### src/rtl/shift_add_multiplier.sv
// Unsigned shift-and-add multiplier: WIDTH cycles from start accept to done; start is a level and is re-armed only after dropping in DONE.
// MULT_EARLY_EXIT_EN: finish as soon as the remaining multiplier bits are zero, giving 1..WIDTH cycles.
module shift_add_multiplier #(
    parameter int WIDTH = 8
) (
    input  logic               clk,
    input  logic               rst_n,
    input  logic               start,
    input  logic [WIDTH-1:0]   op_a,
    input  logic [WIDTH-1:0]   op_b,
    output logic               busy,
    output logic               done,
    output logic [2*WIDTH-1:0] product
);
    localparam int CW = $clog2(WIDTH) + 1;

    typedef enum logic [1:0] {
        S_IDLE,
        S_RUN,
        S_DONE
    } state_t;

    state_t               r_state;
    state_t               w_state_nxt;
    logic [2*WIDTH-1:0]   r_acc;
    logic [2*WIDTH-1:0]   r_mcand;
    logic [WIDTH-1:0]     r_mplier;
    logic [CW-1:0]        r_cnt;
    logic [2*WIDTH-1:0]   r_product;
    logic [2*WIDTH-1:0]   w_acc_nxt;
    logic [WIDTH-1:0]     w_mplier_shr;
    logic                 w_last;

    assign w_acc_nxt    = r_mplier[0] ? (r_acc + r_mcand) : r_acc;
    assign w_mplier_shr = r_mplier >> 1;

`ifdef MULT_EARLY_EXIT_EN
    assign w_last = (r_cnt == CW'(WIDTH - 1)) || (w_mplier_shr == '0);
`else
    assign w_last = (r_cnt == CW'(WIDTH - 1));
`endif

    always_ff @(posedge clk or negedge rst_n) begin
        if (!rst_n) begin
            r_state <= S_IDLE;
        end else begin
            r_state <= w_state_nxt;
        end
    end

    always_comb begin
        w_state_nxt = r_state;
        busy        = 1'b0;
        done        = 1'b0;
        case (r_state)
            S_IDLE: begin
                if (start) begin
                    w_state_nxt = S_RUN;
                end
            end
            S_RUN: begin
                busy = 1'b1;
                if (w_last) begin
                    w_state_nxt = S_DONE;
                end
            end
            S_DONE: begin
                busy = 1'b1;
                done = 1'b1;
                // Holding start through DONE must never look like a new request.
                if (!start) begin
                    w_state_nxt = S_IDLE;
                end
            end
            default: begin
                w_state_nxt = S_IDLE;
            end
        endcase
    end

    always_ff @(posedge clk or negedge rst_n) begin
        if (!rst_n) begin
            r_acc     <= '0;
            r_mcand   <= '0;
            r_mplier  <= '0;
            r_cnt     <= '0;
            r_product <= '0;
        end else begin
            case (r_state)
                S_IDLE: begin
                    if (start) begin
                        r_mcand  <= {{WIDTH{1'b0}}, op_a};
                        r_mplier <= op_b;
                        r_acc    <= '0;
                        r_cnt    <= '0;
                    end
                end
                S_RUN: begin
                    r_acc    <= w_acc_nxt;
                    r_mcand  <= r_mcand << 1;
                    r_mplier <= w_mplier_shr;
                    r_cnt    <= r_cnt + CW'(1);
                    if (w_last) begin
                        r_product <= w_acc_nxt;
                    end
                end
                default: begin
                end
            endcase
        end
    end

    assign product = r_product;

endmodule
### config.mk
export PLATFORM = sky130hd
export DESIGN_NAME = shift_add_multiplier
export DESIGN_NICKNAME = d
export VERILOG_FILES = /design/src/rtl/shift_add_multiplier.sv
export SDC_FILE = /design/constraint.sdc
export NUM_CORES = 1
export LEC_CHECK = 0
export CAP_MARGIN = 20
export CORE_MARGIN = 10
export CORE_UTILIZATION = 60
export CTS_CLUSTER_DIAMETER = 100
export CTS_CLUSTER_SIZE = 14
export DETAILED_ROUTE_END_ITERATION = 6
export PLACE_DENSITY = 0.84
export SYNTH_ARGS = -nofsm -noshare
export SYNTH_HDL_FRONTEND = slang
export SYNTH_SLANG_ARGS = --single-unit
### constraint.sdc
create_clock -name clk -period 6.55 [get_ports clk]
set_clock_uncertainty 0.05 [all_clocks]
set_input_delay 0.9825 -clock clk [delete_from_list [all_inputs] [get_ports clk]]
set_output_delay 0.9825 -clock clk [all_outputs]
set_load 0.005 [all_outputs]
# Yosys cells after proc, flatten, opt, wreduce, memory -nomap -nowiden
# Index checks and enable logic that the tools add are counted.
[classes] muxes=15 addsub=2 n_reduce_logical=6 eq_ne=6
[ops] cell="one-hot mux 16 bit (2 select lines)" count=2
[ops] cell="two-way mux 16 bit" count=3
[ops] cell="adder 16 bit" count=1
[ops] cell="one-hot mux 8 bit (2 select lines)" count=1
[ops] cell="two-way mux 8 bit" count=1
[ops] cell="one-hot mux 4 bit (2 select lines)" count=1
[ops] cell="two-way mux 2 bit" count=3
[ops] cell="inequality test 2 bit, second input constant" count=3
[ops] cell="one-hot mux 2 bit (3 select lines)" count=1
[ops] cell="adder 4 x 1 -> 4 bit, second input constant" count=1
[ops] cell="equality test 4 x 3 -> 1 bit, second input constant" count=1
[ops] cell="two-way mux 4 bit" count=1
[ops] cell="AND reduction 2 bit" count=2
[ops] cell="AND reduction 3 bit" count=1
[ops] cell="equality test 2 x 1 -> 1 bit, second input constant" count=1
[ops] cell="equality test 2 bit, second input constant" count=1
[ops] cell="logical NOT 2 bit" count=1
[ops] cell="two-way mux 1 bit" count=2
[ops] cell="nonzero test 2 bit" count=1
[ops] cell="OR reduction 2 bit" count=1
[word_totals] input_bits=19 out_inout_bits=18 regBits=62

# Logic depth before layout (Yosys ltp)
# Gate-level depths: netlist (run 1).
[logic_depth] depth_word=3 mapped_depth=10 ltp_nobuf=10

# Worst setup path before layout (run 1)
# Ideal clock, no wire load.
[synth_path] path_kind="register to register" start="register r_acc[0]" end="register r_acc[14]" stages_incl_launch_ff=10 arrival_ns=2.192 setup_slack_ns=4.187 synth_period_minus_slack_ns=2.363 n_path_buf=0 t_required_ns=6.379 cell_sequence="dfrtp_1 > ha_1 > fa_1 > a21o_1 > a21oi_1 > o21ba_1 > o21ai_1 > a221oi_2 > xnor2_1 > a22o_1"
[synth_between] elab_chain_cells=3
[synth_rtl] item="start, declared" line="25" rtl="logic [2*WIDTH-1:0] r_acc;"
[synth_rtl] item="start signal, assigned" line="99" rtl="r_acc <= w_acc_nxt;"
[synth_rtl] item="adder 16 bit" line="34" rtl="assign w_acc_nxt = r_mplier[0] ? (r_acc + r_mcand) : r_acc;"
[synth_rtl] item="two-way mux 16 bit" line="34"
[synth_rtl] item="one-hot mux 16 bit (2 select lines)" line="89" rtl="case (r_state)"
# No other way between the ends.
# A chain may end at the register's enable or synchronous reset.

# Final worst setup path (run 1)
[layout_path] start="register r_mcand[0]" end="register r_product[14] (netlist: product[14])"
[layout_between] elab_chain_cells=2
[layout_rtl] item="start, declared" line="26" rtl="logic [2*WIDTH-1:0] r_mcand;"
[layout_rtl] item="start signal, assigned" line="92" rtl="r_mcand <= {{WIDTH{1'b0}}, op_a};"
[layout_rtl] item="start signal, assigned" line="100" rtl="r_mcand <= r_mcand << 1;"
[layout_rtl] item="adder 16 bit" line="34"
[layout_rtl] item="two-way mux 16 bit" line="34"
[layout_rtl] item="end signal, assigned" line="104" rtl="r_product <= w_acc_nxt;"
[layout_rtl] item="end, declared" line="29" rtl="logic [2*WIDTH-1:0] r_product;"
# No other way between the ends.

==> flow_summary.yaml, run 1 <==
synth:
  syn_avg_cell_area_um2: 10.1
  synthesis.area_um2: 3380
  synth_top_cell_area_share_pct: 45.9
  synth-seq-cells: 62
  ys_seq_area_share_pct: 45.9
  async_flop_share_pct: 100
  ys_top_cells_by_area: "dfrtp_1 (46%), mux2i_1 (7.7%), ha_1 (7.0%)"
  ys_warn_count: 0
  yosys.cell_types.count: 42
  synth_nets: 372
  syn_inst: 333
  yosysTopAreaCell: "dfrtp_1"
  synth_edf_count: 0
  ys.flop_type: "dfrtp_1"
layout:
  final_cell_mix: "dfrtp_1 (62), nand2_1 (42), clkdlybuf4s50_1 (35)"
  final_core_util_pct: 73.1
  area_delta_synth_final_pct: 18.4
  layout-drive-gt1-share_pct: 7.53
  layout_commonest_cell: "dfrtp_1"
  diodes: 0
  final_nets: 406
route:
  routedWlPerCell_um: 15.7
  drt_iter0_markers: 86
  drt_wl_total_mm: 6.96
  dr.pass1.iters: 4
  vias: 2580
  via_per_inst: 5.81
  ant_nets: 0
  drc_errors: 0
grt:
  grt_max_degree: 63
  grt_pass1_vias: 2587
  grt_first_pass_wirelength_mm: 11.8
  antenna_found_initial: 0
  groute.usage.overall_pct: 16.5
  grt_overflow: 0
die:
  pin_count: 37
  core_um2: 5470
  die_w_um: 95.0
  rows: 27
  dieArea_um2: 9030
  start_util_pct: 61.7
  die_height_um: 95.0
cts:
  cts_max_level: 3
  clk_root_buffer_cell: "clkbuf_8"
  cts_num_sinks: 62
  cts_buffer_depth: 2
  cts_tree: "built"
  cts_resized: 0
  clock_latency_ps: 340
  cts.clk_slew.worst_paths_ps: 70
  holdBufCountCts: 0
  cts_buffers: 9
  postCtsSetupBuffers: 0
setup_path:
  max_stage_delay_ps: 420
  endpoint_kind: "flip-flop"
  arrival_ps: 2910
  crit_fanout: 4
  critPathSlowestCell: "dfrtp_1"
  worstPathRequired_ps: 6760
  critical_path_class: "reg2reg"
  crit_chain: "ha_1, fa_1, a21o_1, a21oi_1, o21ba_1, o21ai_1, a221oi_2, xnor2_1, mux2i_1, o21ai_1"
  cp_common_cell: "o21ai_1"
  startpoint_type: "flip-flop"
sta:
  slew_violations: 0
  worst_pin_slew_ps: 1080
  finalSetupViolations: 0
  fmax_mhz: 371
  setup_tns_ps: 0
  hold_viol_final: 0
  slew-limit-headroom_pct: 27.7
  period_share_pct: 41.2
  min_period_ps: 2700
  rsz0062_at_grt: "false"
pwr:
  p_leak_nw: 1.93
  power_density_nw_per_um2: 406
  peakVddDrop_mv: 0.333
hold_path:
  hp-class: "reg2reg"
placement:
  place_congestion: 0.865
  dp_hpwl_mm: 4.83
  numPortBuffers: 36
outcome:
  status: "finished clean"
job:
  cap_violations: 0
-- cell usage after synthesis (2+ instances only) --
| cell | count |
|---|---|
| nor2b_1 | 4 |
| a21o_1 | 7 |
| buf_2 | 2 |
| a22o_1 | 26 |
| dfrtp_1 | 62 |
| nand2_1 | 42 |
| a211oi_1 | 2 |
| o21ai_0 | 18 |
| a21oi_1 | 12 |
| nand3_1 | 3 |
| a31oi_1 | 3 |
| xnor2_1 | 8 |
| o21ai_1 | 23 |
| o22ai_1 | 8 |
| nor3_1 | 3 |
| nor2_1 | 12 |
| mux2i_1 | 26 |
| inv_1 | 8 |
| and3_1 | 2 |
| ha_1 | 19 |
| nand2b_1 | 2 |
| xor2_1 | 6 |
| o21bai_1 | 4 |
| clkbuf_1 | 13 |
-- cell type report --
type	count	area (um^2)
Multi-Input combinational cell	245	1720
Sequential cell	62	1550
Fill cell	415	1470
Timing Repair Buffer	40	400
Clock buffer	12	155
Tap cell	72	90.1
Clock inverter	4	45.0
Inverter	9	33.8
-- state kept, by name, indices dropped and copies added, names as in the netlist --
signal    count
r_mplier      8
r_mcand      16
r_acc        16
r_state       2
r_cnt         4
product      16
-- final timing paths --
check / start / end / slack, ps / cells past startpoint
min in group asynchronous: rst_n / product[6]$_DFFE_PN0P_ / 740 / 2
max in group asynchronous: rst_n / r_acc[0]$_DFFE_PN0P_ / 5190 / 2
worst max-delay path: r_mcand[0]$_DFFE_PN0P_ / product[14]$_DFFE_PN0P_ / 3850 / 10
worst min register to register: product[7]$_DFFE_PN0P_ / product[7]$_DFFE_PN0P_ / 430 / 2
worst max register to register: r_mcand[0]$_DFFE_PN0P_ / product[14]$_DFFE_PN0P_ / 3850 / 10
worst min-delay path: product[7]$_DFFE_PN0P_ / product[7]$_DFFE_PN0P_ / 430 / 2
-- per-stage QoR --
step                      cells  cell area [um^2]  setup WS, ps  power (mW)  hold slack [ps]
after floorplan             333              3380          4190        1.10              400
after global placement      426              3770          3430        1.24              415
after detailed placement    426              3770          3340        1.28              424
after CTS                   442              3970          3720        1.62              439
after global routing        444              4000          3650        1.75              458
final                       444              4000          3850        1.63              432
-- metal layers --
metal  track usage, %  vias to the layer above  part of all wire [%]
met4             8.73                        0                   1.7
li1                 -                     1269                     -
met3             3.93                       13                   4.4
met1             19.7                     1248                    46
met2             27.1                       50                    48
met5                0                        -                     0
-- critical path: cells and delay by family, from the launching register on --
family / cells / cell delay (ps)
DFF: 1 / 420
AOI/OAI and AO/OA: 6 / 1260
adders and majority gates: 2 / 620
muxes: 1 / 100
xor gates and xnor gates: 1 / 180
-- power by group --
group,switching (mW),internal [mW],leakage (nW)
clock network,0.145,0.195,0.106
logic,0.390,0.309,0.999
registers,0.108,0.479,0.825
-- cells by family after synthesis --
kind of cell,after synthesis,share of synthesized area [%]
AO/OA/AOI/OAI,111,22.2
AND/OR/NAND/NOR,74,9.74
buffers and inverters,26,3.19
adder cells (fa/ha/maj),20,7.63
XOR/XNOR,14,3.63
multiplexers,26,7.70
flip-flops,62,45.9
Note: power is estimated with default switching activity, not from simulation.
==> run 2: changes to the inputs <==
--- a/config.mk
+++ b/config.mk
@@ -7,11 +7,11 @@
 export LEC_CHECK = 0
 export CAP_MARGIN = 20
 export CORE_MARGIN = 10
-export CORE_UTILIZATION = 60
+export CORE_UTILIZATION = 56
 export CTS_CLUSTER_DIAMETER = 100
 export CTS_CLUSTER_SIZE = 14
 export DETAILED_ROUTE_END_ITERATION = 6
-export PLACE_DENSITY = 0.84
+export PLACE_DENSITY = 0.79
 export SYNTH_ARGS = -nofsm -noshare
 export SYNTH_HDL_FRONTEND = slang
 export SYNTH_SLANG_ARGS = --single-unit
==> constraint.sdc (replaced) <==
create_clock -name clk -period 2.81 [get_ports clk]
set_clock_uncertainty 0.05 [all_clocks]
set_input_delay 0.4215 -clock clk [delete_from_list [all_inputs] [get_ports clk]]
set_output_delay 0.4215 -clock clk [all_outputs]
set_load 0.005 [all_outputs]
==> flow_summary.yaml, run 2 (same netlist as run 1, synthesis figures left out) <==
sta:
  fin_ws_ps: 165
  hold_ws_ps: 27.7
  period_share_pct: 94.1
  hold_viol_final: 0
  finalSetupViolations: 0
  setup_tns_ps: 0
  worst_pin_slew_ps: 749
  rsz0062_at_grt: "false"
  min_period_ps: 2650
  fmax_mhz: 378
  slew-limit-headroom_pct: 49.9
  slew_violations: 0
setup_path:
  max_stage_delay_ps: 400
  ff2ff_path_depth: 8
  worstPathRequired_ps: 2980
  worst-path-stages: 8
  critical_path_class: "reg2reg"
  crit_chain: "ha_1, and3_1, a31oi_1, a31oi_2, o41ai_2, mux2i_2, o21bai_1, a22o_1"
  startpoint_type: "flip-flop"
  critPathSlowestCell: "dfrtp_1"
  crit_fanout: 7
  path_buf_inv: 0
  path_delay_family: "compound AO/OA/AOI/OAI gates"
  endpoint_kind: "flip-flop"
  arrival_ps: 2820
route:
  dr.pass1.iters: 4
  drt_iter0_markers: 130
  drc_errors: 0
  ant_nets: 0
  drt_wl_total_mm: 7.34
  via_per_inst: 5.78
  vias: 2603
  routedWlPerCell_um: 16.3
layout:
  fin_cells: 450
  layout-drive-gt1-share_pct: 8.00
  diodes: 0
  multi_input_area_um2: 1730
  seqCellArea_um2: 1550
  n_fill_cell: 493
  layout_commonest_cell: "dfrtp_1"
  final_cell_mix: "dfrtp_1 (62), nand2_1 (42), clkdlybuf4s50_1 (35)"
  area_delta_synth_final_pct: 18.1
  final_nets: 410
placement:
  numPortBuffers: 36
  pre_cts_ws_ps: 209
  dpl.cell_count: 435
  dp_hpwl_mm: 5.36
  place_congestion: 0.851
job:
  cap_violations: 0
grt:
  grt_pass1_vias: 2643
  antenna_found_initial: 0
  grt_max_degree: 34
  grt_first_pass_wirelength_mm: 12.7
  grt_overflow: 0
  groute.usage.overall_pct: 16.1
cts:
  cts_buffer_depth: 2
  cts_tree: "built"
  clk_root_buffer_cell: "clkbuf_8"
  holdBufCountCts: 0
  cts_max_level: 3
  cts_buffers: 9
  clock_latency_ps: 340
  cts_num_sinks: 62
  cts.clk_slew.worst_paths_ps: 70
die:
  die_w_um: 97.7
  die_height_um: 97.7
  start_util_pct: 57.4
  dieArea_um2: 9540
  pin_count: 37
  rows: 28
  core_um2: 5890
pwr:
  p_total_mw: 3.71
  power_density_nw_per_um2: 930
  peakVddDrop_mv: 0.756
  p_leak_nw: 1.92
outcome:
  status: "finished clean"
hold_path:
  hp-class: "in2async"
==> run 2: cell count changes in the layout (fill, tap and decap cells not counted) <==
cell and delta:
mux2i_2 +1, mux2i_1 -1, bufinv_16 -1, buf_8 -2, clkbuf_1 +2, clkinv_2 -2
buf_4 +6
==> run 2: report_power, final <==
part / total [mW] / switching (mW) / leakage, nW / internal, mW
Clock: 0.690 / 0.327 / 0.0865 / 0.363
Combinational: 1.69 / 0.970 / 1.01 / 0.719
Sequential: 1.33 / 0.214 / 0.825 / 1.12
==> run 2: worst paths after layout <==
check	startpoint	to	slack (ps)
max in group asynchronous	rst_n	product[0]$_DFFE_PN0P_	1970
min reg2reg	product[13]$_DFFE_PN0P_	product[13]$_DFFE_PN0P_	430
min	rst_n	r_acc[7]$_DFFE_PN0P_	30
min in group clk	product[13]$_DFFE_PN0P_	product[13]$_DFFE_PN0P_	430
max	r_acc[8]$_DFFE_PN0P_	r_acc[15]$_DFFE_PN0P_	160
max reg2reg	r_acc[8]$_DFFE_PN0P_	r_acc[15]$_DFFE_PN0P_	160
==> run 2: per-layer routing <==
| layer | vias up | global-route usage [%] | part of all wire (%) |
|---|---|---|---|
| li1 | 1277 | - | - |
| met1 | 1259 | 20.0 | 47 |
| met2 | 54 | 25.3 | 47 |
| met3 | 13 | 3.91 | 4.3 |
| met4 | 0 | 7.83 | 1.9 |
| met5 | - | 0 | 0 |
==> run 2: metrics by stage <==
| step | util, % | cell area [um^2] |
|---|---|---|
| 6_report | 67.8 | 3990 |
| 5_1_grt | 67.8 | 3990 |
| 4_1_cts | 67.7 | 3990 |
| 3_5_place_dp | 64.9 | 3820 |
| 3_3_place_gp | 64.9 | 3820 |
| 2_1_floorplan | - | 3380 |
==> run 2: cell type report <==
| cell class | instances | area share (%) |
|---|---|---|
| Clock buffer | 14 | 4.08 |
| Clock inverter | 1 | 0.125 |
| Inverter | 9 | 0.847 |
| Multi-Input combinational cell | 245 | 43.3 |
| Sequential cell | 62 | 38.9 |
| Tap cell | 75 | 2.35 |
| Timing Repair Buffer | 44 | 10.4 |
==> run 2: timing repair <==
item	4_1_cts	5_1_grt
gates resized for setup	0	1
buffers inserted	0	0
endpoints found under the setup margin	0	1
==> run 3: changes to the inputs <==
--- a/config.mk
+++ b/config.mk
@@ -7,11 +7,12 @@
 export LEC_CHECK = 0
 export CAP_MARGIN = 20
 export CORE_MARGIN = 10
-export CORE_UTILIZATION = 56
+export CORE_UTILIZATION = 60
 export CTS_CLUSTER_DIAMETER = 100
 export CTS_CLUSTER_SIZE = 14
 export DETAILED_ROUTE_END_ITERATION = 6
-export PLACE_DENSITY = 0.79
+export DONT_BUFFER_PORTS = 1
+export PLACE_DENSITY = 0.76
 export SYNTH_ARGS = -nofsm -noshare
 export SYNTH_HDL_FRONTEND = slang
 export SYNTH_SLANG_ARGS = --single-unit
==> flow_summary.yaml, run 3 (same netlist as run 1, synthesis figures left out) <==
cts:
  clk_root_buffer_cell: "clkbuf_8"
  cts.clk_slew.worst_paths_ps: 70
  cts_tree: "built"
  clock_latency_ps: 340
  cts_buffer_depth: 2
  cts_max_level: 3
  cts_num_sinks: 62
  postCtsSetupBuffers: 0
  cts_buffers: 9
route:
  dr.pass1.iters: 5
  drc_errors: 0
  ant_nets: 0
  drt_wl_total_mm: 6.90
  via_per_inst: 5.90
  drt_iter0_markers: 122
  routedWlPerCell_um: 16.9
  vias: 2406
layout:
  design_area_um2: 3640
  diodes: 0
  multi_input_area_um2: 1730
  layout-drive-gt1-share_pct: 7.44
  final_nets: 372
  n_fill_cell: 448
  seqCellArea_um2: 1550
  layout_commonest_cell: "dfrtp_1"
  final_cell_mix: "dfrtp_1 (62), nand2_1 (42), mux2i_1 (26), a22o_1 (26), o21ai_1 (22)"
  area_delta_synth_final_pct: 7.74
sta:
  slew-limit-headroom_pct: 28.7
  min_period_ps: 2540
  worst_pin_slew_ps: 1070
  period_share_pct: 90.3
  finalSetupViolations: 0
  setup_tns_ps: 0
  rsz0062_at_grt: "false"
  hold_viol_final: 0
  fmax_mhz: 394
  slew_violations: 0
die:
  pin_count: 37
  dieArea_um2: 9030
  start_util_pct: 61.7
  rows: 27
  die_height_um: 95.0
  die_w_um: 95.0
  core_um2: 5470
grt:
  grt_overflow: 0
  antenna_found_initial: 0
  grt_first_pass_wirelength_mm: 11.7
  grt_pass1_vias: 2482
  grt_max_degree: 63
  groute.usage.overall_pct: 16.4
placement:
  numPortBuffers: 0
  dp_hpwl_mm: 4.76
  place_congestion: 0.847
  dpl_cell_area_um2: 3430
pwr:
  power_density_nw_per_um2: 1000
  peakVddDrop_mv: 0.872
  p_total_mw: 3.64
  p_leak_nw: 1.79
outcome:
  status: "finished clean"
setup_path:
  endpoint_kind: "flip-flop"
  critical_path_class: "reg2reg"
  worstPathRequired_ps: 2940
  crit_fanout: 3
  arrival_ps: 2670
  startpoint_type: "flip-flop"
hold_path:
  hp-class: "in2reg"
job:
  cap_violations: 0
run 3: where the power goes:
group / leakage (nW) / internal (mW) / switching, mW
clock network: 0.0863 / 0.400 / 0.319
logic: 0.879 / 0.647 / 0.967
registers: 0.825 / 1.12 / 0.192
run 3: worst paths after layout:
path / to / slack, ps / startpoint / cells past startpoint
max: product[14]$_DFFE_PN0P_ / 270 / r_acc[0]$_DFFE_PN0P_ / 10
min: r_state[0]$_DFFE_PN0P_ / 210 / start / 2
max reg2reg: product[14]$_DFFE_PN0P_ / 270 / r_acc[0]$_DFFE_PN0P_ / 10
min reg2reg: r_mplier[5]$_DFFE_PN0P_ / 450 / r_mplier[5]$_DFFE_PN0P_ / 2
max in group asynchronous: r_acc[12]$_DFFE_PN0P_ / 1900 / rst_n / 2
min in group asynchronous: product[7]$_DFFE_PN0P_ / 560 / rst_n / 2
run 3: what timing repair did:
| action | CTS | global route |
|---|---|---|
| gates resized for setup | 0 | 1 |
| endpoints found under the hold margin | 62 | 0 |
| setup endpoints to repair | 0 | 1 |
| hold buffers | 2 | 0 |
run 3: critical path, cell delays in order (launching register included):
cell and delay (ps):
dfrtp_1 400, ha_1 230, fa_1 430, a21o_1 190, a21oi_2 190, o21ba_1 170, o21ai_1 130, a221oi_2 260
xnor2_1 110, mux2i_1 140, o21ai_1 70
run 3: cell type report:
type | instances | share of cell area [%]
multi-input combinational | 245 | 47.4
sequential | 62 | 42.6
clock buffer | 12 | 3.71
tap | 72 | 2.48
timing repair buffer | 6 | 1.86
clock inverter | 2 | 0.963
inverter | 9 | 0.928
run 3: per-stage QoR:
| step | utilization, % | setup WS, ps | hold WS [ps] | cells |
|---|---|---|---|---|
| after floorplan | - | 447 | 75.9 | 333 |
| after global placement | 62.6 | 271 | 78.6 | 392 |
| after detailed placement | 62.6 | 210 | 78.2 | 392 |
| after CTS | 66.4 | 187 | 193 | 408 |
| after global routing | 66.5 | 107 | 210 | 408 |
| final | 66.5 | 273 | 215 | 408 |
run 3: routing by layer:
layer | wire length [um] | track usage, % | up-vias
met5 | 0 | 0 | -
li1 | - | - | 1205
met4 | 85 | 7.73 | 0
met2 | 3310 | 25.5 | 55
met3 | 425 | 6.21 | 8
met1 | 3080 | 19.9 | 1138
